==> config.mk <==
export PLATFORM = sky130hd
export DESIGN_NAME = key_bank
export DESIGN_NICKNAME = d
export VERILOG_FILES = /design/src/rtl/key_pkg.sv /design/src/rtl/key_chan.sv /design/src/rtl/key_bank.sv
export SDC_FILE = /design/constraint.sdc
export NUM_CORES = 1
export LEC_CHECK = 0
export ABC_AREA = 1
export CAP_MARGIN = 40
export CORE_AREA = 2 2 116 118
export CTS_CLUSTER_SIZE = 24
export DETAILED_ROUTE_END_ITERATION = 10
export DIE_AREA = 0 0 118 120
export PLACE_DENSITY_LB_ADDON = 0.05
export SYNTH_ARGS = -nofsm -noshare
export SYNTH_HDL_FRONTEND = slang
export SYNTH_SLANG_ARGS = --single-unit
==> constraint.sdc <==
create_clock -name clk_i -period 2.6 [get_ports clk_i]
set_input_delay 0.52 -clock clk_i [delete_from_list [all_inputs] [get_ports clk_i]]
set_output_delay 0.52 -clock clk_i [all_outputs]
set_load 0.02 [all_outputs]
==> src/rtl/key_pkg.sv <==
// rtl/key_pkg.sv - shared mode encodings, default thresholds and parameter checks for key_bank
package key_pkg;

    typedef enum logic {
        KEY_MODE_DIRECT = 1'b0,
        KEY_MODE_TOGGLE = 1'b1
    } key_mode_e;

    function automatic int unsigned key_cnt_max(input int cnt_w);
        return (32'd1 << cnt_w) - 32'd1;
    endfunction

    function automatic int unsigned key_hi_th(input int cnt_w);
        return (32'd1 << cnt_w) - (32'd1 << (cnt_w - 3));
    endfunction

    function automatic int unsigned key_lo_th(input int cnt_w);
        return 32'd1 << (cnt_w - 1);
    endfunction

    function automatic bit key_params_ok(
        input int          cnt_w,
        input int unsigned hi_th,
        input int unsigned lo_th,
        input int          rpt_w,
        input int unsigned rpt_delay,
        input int unsigned rpt_period
    );
        // Upper width bounds keep the shifts above inside 32-bit arithmetic
        if (cnt_w < 3 || cnt_w > 31) return 1'b0;
        if (!(lo_th < hi_th && hi_th <= key_cnt_max(cnt_w))) return 1'b0;
        if (rpt_w < 1 || rpt_w > 31) return 1'b0;
        if (rpt_period < 1 || rpt_delay < rpt_period) return 1'b0;
        if (rpt_delay > key_cnt_max(rpt_w)) return 1'b0;
        return 1'b1;
    endfunction

    function automatic bit key_channels_ok(input int channels);
        return (channels >= 1) && (channels <= 32);
    endfunction

endpackage

==> src/rtl/key_chan.sv <==
// rtl/key_chan.sv - one debounced key channel; auto-repeat built with KEY_BANK_AUTOREPEAT_EN
module key_chan
    import key_pkg::*;
#(
    parameter int          CNT_W      = 16,
    parameter int unsigned HI_TH      = key_hi_th(CNT_W),
    parameter int unsigned LO_TH      = key_lo_th(CNT_W),
    parameter int          RPT_W      = 24,
    parameter int unsigned RPT_DELAY  = 32'd1 << 23,
    parameter int unsigned RPT_PERIOD = 32'd1 << 21
) (
    input  logic clk_i,
    input  logic rst_i,
    input  logic in_i,
    input  logic mode_i,
    output logic raw_o,
    output logic level_o,
    output logic press_o,
    output logic rise_o,
    output logic fall_o,
    output logic repeat_o
);

    if (!key_params_ok(CNT_W, HI_TH, LO_TH, RPT_W, RPT_DELAY, RPT_PERIOD)) begin : g_param_err
        $error("key_chan: illegal parameter set");
    end

    localparam logic [CNT_W-1:0] CNT_MAX = {CNT_W{1'b1}};
    localparam logic [CNT_W-1:0] HI      = CNT_W'(HI_TH);
    localparam logic [CNT_W-1:0] LO      = CNT_W'(LO_TH);

    logic [1:0]       sync_q;
    logic [CNT_W-1:0] cnt_q, cnt_d;
    logic             level_q, level_d;
    logic             press_q, press_d;
    logic             rise_q, rise_d;
    logic             fall_q, fall_d;
    logic             raw;

    assign raw = sync_q[1];

    always_comb begin
        cnt_d = cnt_q;
        if (raw && cnt_q != CNT_MAX) begin
            cnt_d = cnt_q + 1'b1;
        end else if (!raw && cnt_q != '0) begin
            cnt_d = cnt_q - 1'b1;
        end

        // Thresholds are judged on the next count so events land on the same edge
        level_d = level_q;
        if (raw && cnt_d >= HI) begin
            level_d = 1'b1;
        end else if (!raw && cnt_d < LO) begin
            level_d = 1'b0;
        end

        rise_d = level_d & ~level_q;
        fall_d = ~level_d & level_q;

        if (key_mode_e'(mode_i) == KEY_MODE_TOGGLE) begin
            press_d = rise_d ? ~press_q : press_q;
        end else begin
            press_d = level_d;
        end
    end

    always_ff @(posedge clk_i) begin
        if (rst_i) begin
            sync_q  <= '0;
            cnt_q   <= '0;
            level_q <= 1'b0;
            press_q <= 1'b0;
            rise_q  <= 1'b0;
            fall_q  <= 1'b0;
        end else begin
            sync_q  <= {sync_q[0], in_i};
            cnt_q   <= cnt_d;
            level_q <= level_d;
            press_q <= press_d;
            rise_q  <= rise_d;
            fall_q  <= fall_d;
        end
    end

`ifdef KEY_BANK_AUTOREPEAT_EN
    localparam logic [RPT_W-1:0] DELAY  = RPT_W'(RPT_DELAY);
    localparam logic [RPT_W-1:0] RELOAD = RPT_W'(RPT_DELAY - RPT_PERIOD);

    logic [RPT_W-1:0] tmr_q, tmr_d, tmr_inc;
    logic             rpt_q, rpt_d;

    assign tmr_inc = tmr_q + 1'b1;

    always_comb begin
        tmr_d = tmr_q;
        rpt_d = 1'b0;
        if (!level_d || !level_q) begin
            // Idle, fall or rise: restart the hold measurement
            tmr_d = '0;
        end else if (tmr_inc == DELAY) begin
            tmr_d = RELOAD;
            rpt_d = 1'b1;
        end else begin
            tmr_d = tmr_inc;
        end
    end

    always_ff @(posedge clk_i) begin
        if (rst_i) begin
            tmr_q <= '0;
            rpt_q <= 1'b0;
        end else begin
            tmr_q <= tmr_d;
            rpt_q <= rpt_d;
        end
    end

    assign repeat_o = rpt_q;
`else
    assign repeat_o = 1'b0;
`endif

    assign raw_o   = raw;
    assign level_o = level_q;
    assign press_o = press_q;
    assign rise_o  = rise_q;
    assign fall_o  = fall_q;

endmodule

==> src/rtl/key_bank.sv <==
// rtl/key_bank.sv - multi-channel key debouncer; auto-repeat built with KEY_BANK_AUTOREPEAT_EN
module key_bank
    import key_pkg::*;
#(
    parameter int          CHANNELS   = 4,
    parameter int          CNT_W      = 16,
    parameter int unsigned HI_TH      = key_hi_th(CNT_W),
    parameter int unsigned LO_TH      = key_lo_th(CNT_W),
    parameter int          RPT_W      = 24,
    parameter int unsigned RPT_DELAY  = 32'd1 << 23,
    parameter int unsigned RPT_PERIOD = 32'd1 << 21
) (
    input  logic                clk_i,
    input  logic                rst_i,
    input  logic [CHANNELS-1:0] in_i,
    input  logic [CHANNELS-1:0] mode_i,
    output logic [CHANNELS-1:0] raw_o,
    output logic [CHANNELS-1:0] level_o,
    output logic [CHANNELS-1:0] press_o,
    output logic [CHANNELS-1:0] rise_o,
    output logic [CHANNELS-1:0] fall_o,
    output logic [CHANNELS-1:0] repeat_o
);

    if (!key_channels_ok(CHANNELS)) begin : g_chan_err
        $error("key_bank: CHANNELS must be 1..32");
    end

    for (genvar i = 0; i < CHANNELS; i++) begin : g_chan
        key_chan #(
            .CNT_W      (CNT_W),
            .HI_TH      (HI_TH),
            .LO_TH      (LO_TH),
            .RPT_W      (RPT_W),
            .RPT_DELAY  (RPT_DELAY),
            .RPT_PERIOD (RPT_PERIOD)
        ) u_chan (
            .clk_i    (clk_i),
            .rst_i    (rst_i),
            .in_i     (in_i[i]),
            .mode_i   (mode_i[i]),
            .raw_o    (raw_o[i]),
            .level_o  (level_o[i]),
            .press_o  (press_o[i]),
            .rise_o   (rise_o[i]),
            .fall_o   (fall_o[i]),
            .repeat_o (repeat_o[i])
        );
    end

endmodule

==> flow_summary.toml <==
[placement]
portBuffers = 29
routabilityCongestion = 0.915
dpl_cell_area_mm2 = 0.00598
placed_cells = 1088
place_hpwl_um = 10200

[cells_and_area]
syn_to_final_growth_pct = 10.5
drive_above_1_share_pct = 6.90
fin_nets = 942
diodes = 0
nFillCells = 1341
postLayoutCellArea_mm2 = 0.00632
final_cell_count_no_fill = 1104

[clock_tree]
h-tree-depth = 3
cts_tree = "yes"
insertion_delay_ps = 350
cts_root_buf = "clkbuf_16"
cts_hold_buf = 0
cts.sinks = 88
numCtsBuffers = 9
clk_pin_slew_ps = 70
cts_max_path_buffers = 2
postCtsSetupBuffers = 0
ctsResizeCount = 0

[hold_path]
hold_path_class = "flop to flop"
hold_depth = 2

[setup_path]
slowest_stage = "dfxtp_1"
reg2regPathDepth = 11
crit_path_start = "g_chan[2].u_chan.cnt_q[1]$_SDFF_PP0_"
worstSetupStartpointType = "flop"
worst_path_most_repeated_cell = "nand2_1"
end_kind = "flop"
cp_num_buf_inv = 1
cp.required_ps = 2900
cp_slowest_stage_delay_ps = 400
crit_cells = 11
rrSetupSlack_ps = 330
worstSetupEndpoint = "g_chan[2].u_chan.press_o$_SDFFE_PP0P_"
reg2reg_to = "g_chan[2].u_chan.press_o$_SDFFE_PP0P_"
critical_path_class = "flop to flop"
r2r_start = "g_chan[2].u_chan.cnt_q[1]$_SDFF_PP0_"
arrival_ps = 2570
crit_chain = "ha_1 -> nand3_1 -> nor3_1 -> nand3_1 -> nand2_1 -> inv_2 -> nand2_1 -> nand2_1 -> o21ai_1 -> nand3_1 -> nand2_1"
path_delay_family = "simple AND/OR/NAND/NOR gates"
cp_max_fo = 12

[timing]
period_share_pct = 87.3
drv_slew = 0
hold_viol = 0
hold_ws_ps = 401
fmax_ghz = 0.441
rsz0062_at_grt = "no"
fin_skew_ps = 7.56
min_period_ps = 2270
fin_tns_setup_ps = 0
setup_viol_count_final = 0

[detailed_routing]
avgRoutedWirePerCell_um = 12.6
drt_first_pass_iters = 7
routed-via-count = 5643
viasPerCell = 5.11
ant_nets = 0
wl_um = 13900
drcViolationCount = 0
drt_iter0_drc = 319

[pwr]
clkPwrFrac_pct = 18.9
ir_drop_mv = 0.527
power_frac_seq_pct = 32.3
p_switching_mw = 3.73
internal_power_mw = 4.07
p_leak_nw = 2.67
cellPowerDensity_mw_per_mm2 = 1240
combPwrFrac_pct = 48.8
switching_share_pct = 47.8

[floorplan]
fp.dieW_um = 118
core_area_mm2 = 0.0130
ioPinCount = 34
die_h_um = 120
dieArea_mm2 = 0.0142
initial_core_util_pct = 44.1
rows = 42

[synthesis]
synth_top_area_cell = "dfxtp_1"
yosysSeqAreaShare_pct = 30.8
ys_warn_count = 0
syn_area_mm2 = 0.00572
synthTopCellsByArea = "dfxtp_1 31%, nand2_1 17%, nor2_1 8.9%"
synth_common_cells = "252 x nand2_1, 136 x nor2_1, 88 x dfxtp_1"
synthArstFlopShare_pct = 0
ys_types = 48
synth_top_area_share_pct = 30.8
synth-edff-count = 0
yosysMostFrequentCell = "nand2_1"
avgSynthCellArea_um2 = 6.22
syn_inst = 919
synth_seq_cells = 88
synth_ff_type = "dfxtp_1"

[grt]
grt_first_pass_wirelength_um = 24200
grt_max_degree = 45
gr-total-overflow = 0
grt_use_total_pct = 20.6
antenna_found_initial = 0
grt_pass1_vias = 5179

[status]
status = "complete, no violations"

[flow_run]
drv_cap = 0
stage by stage:
step	util [%]	setup slack [ps]	power, mW
final	48.7	331	7.80
after global routing	48.7	146	8.63
after CTS	48.7	384	7.81
after detailed placement	46.1	410	6.29
after global placement	46.1	514	6.27
after floorplan	-	883	5.49
how the worst min path moves through the flow:
stage | to | startpoint
2_1_floorplan | g_chan[0].u_chan.sync_q[1]$_SDFF_PP0_ | g_chan[0].u_chan.sync_q[0]$_SDFF_PP0_
3_3_place_gp | g_chan[1].u_chan.sync_q[1]$_SDFF_PP0_ | g_chan[1].u_chan.sync_q[0]$_SDFF_PP0_
3_5_place_dp | g_chan[3].u_chan.sync_q[1]$_SDFF_PP0_ | g_chan[3].u_chan.sync_q[0]$_SDFF_PP0_
4_1_cts | g_chan[2].u_chan.sync_q[1]$_SDFF_PP0_ | g_chan[2].u_chan.sync_q[0]$_SDFF_PP0_
5_1_grt | g_chan[2].u_chan.sync_q[1]$_SDFF_PP0_ | g_chan[2].u_chan.sync_q[0]$_SDFF_PP0_
6_report | g_chan[2].u_chan.sync_q[1]$_SDFF_PP0_ | g_chan[2].u_chan.sync_q[0]$_SDFF_PP0_
per-layer routing:
| metal | track usage (%) | wire (um) | vias to the layer above |
|---|---|---|---|
| li1 | - | - | 2979 |
| met1 | 28.3 | 6960 | 2525 |
| met2 | 32.7 | 6240 | 121 |
| met3 | 3.09 | 479 | 18 |
| met4 | 7.68 | 236 | 0 |
| met5 | 0 | 0 | - |
final cells by class:
| class | instances | area (um^2) | area share (%) |
|---|---|---|---|
| clock buffers | 11 | 253 | 4.00 |
| multi-input cells | 701 | 3340 | 52.9 |
| flip-flops and latches | 88 | 1760 | 27.9 |
| clock inverters | 5 | 86.3 | 1.37 |
| well taps | 176 | 220 | 3.49 |
| repair buffers | 33 | 315 | 4.99 |
| inverters | 90 | 340 | 5.39 |
worst min-delay path: stages, from the launching register on:
cell and delay, ps:
dfxtp_1 300, inv_1 40, nor2_1 30
registers in the layout (all words and copies together) (netlist names):
signal / count
g_chan.u_chan.fall_o: 4
g_chan.u_chan.sync_q: 8
g_chan.u_chan.level_o: 4
g_chan.u_chan.cnt_q: 64
g_chan.u_chan.rise_o: 4
g_chan.u_chan.press_o: 4
cell families after synthesis:
group                    Yosys count  share of synthesized area (%)
AO/OA/AOI/OAI                    163                           16.1
AND/OR/NAND/NOR                  515                           38.6
adder cells (fa/ha/maj)            9                           1.97
XOR/XNOR                          10                           1.53
other                              1                         0.0656
buffers and inverters            133                           11.0
flip-flops                        88                           30.8
power by group through the flow:
stage	sequential (mW)	clock, mW	combinational, mW
2_1_floorplan	2.30	0	3.20
3_3_place_gp	2.52	0	3.76
3_5_place_dp	2.52	0	3.76
4_1_cts	2.50	1.52	3.79
5_1_grt	2.62	1.58	4.43
6_report	2.52	1.48	3.81
cells in the final DEF (no fill, tap or decap), drive strengths merged, types with 9 or more instances in the layout:
| cell | count |
|---|---|
| nand2 | 261 |
| nor2 | 148 |
| inv | 91 |
| dfxtp | 88 |
| o21ai | 75 |
| a21oi | 62 |
| nand3 | 58 |
| clkdlybuf4s50 | 28 |
| nor3 | 20 |
| nand4 | 17 |
| clkbuf | 11 |
| xor2 | 9 |
| ha | 9 |
Power figures use the tool's default switching activity.
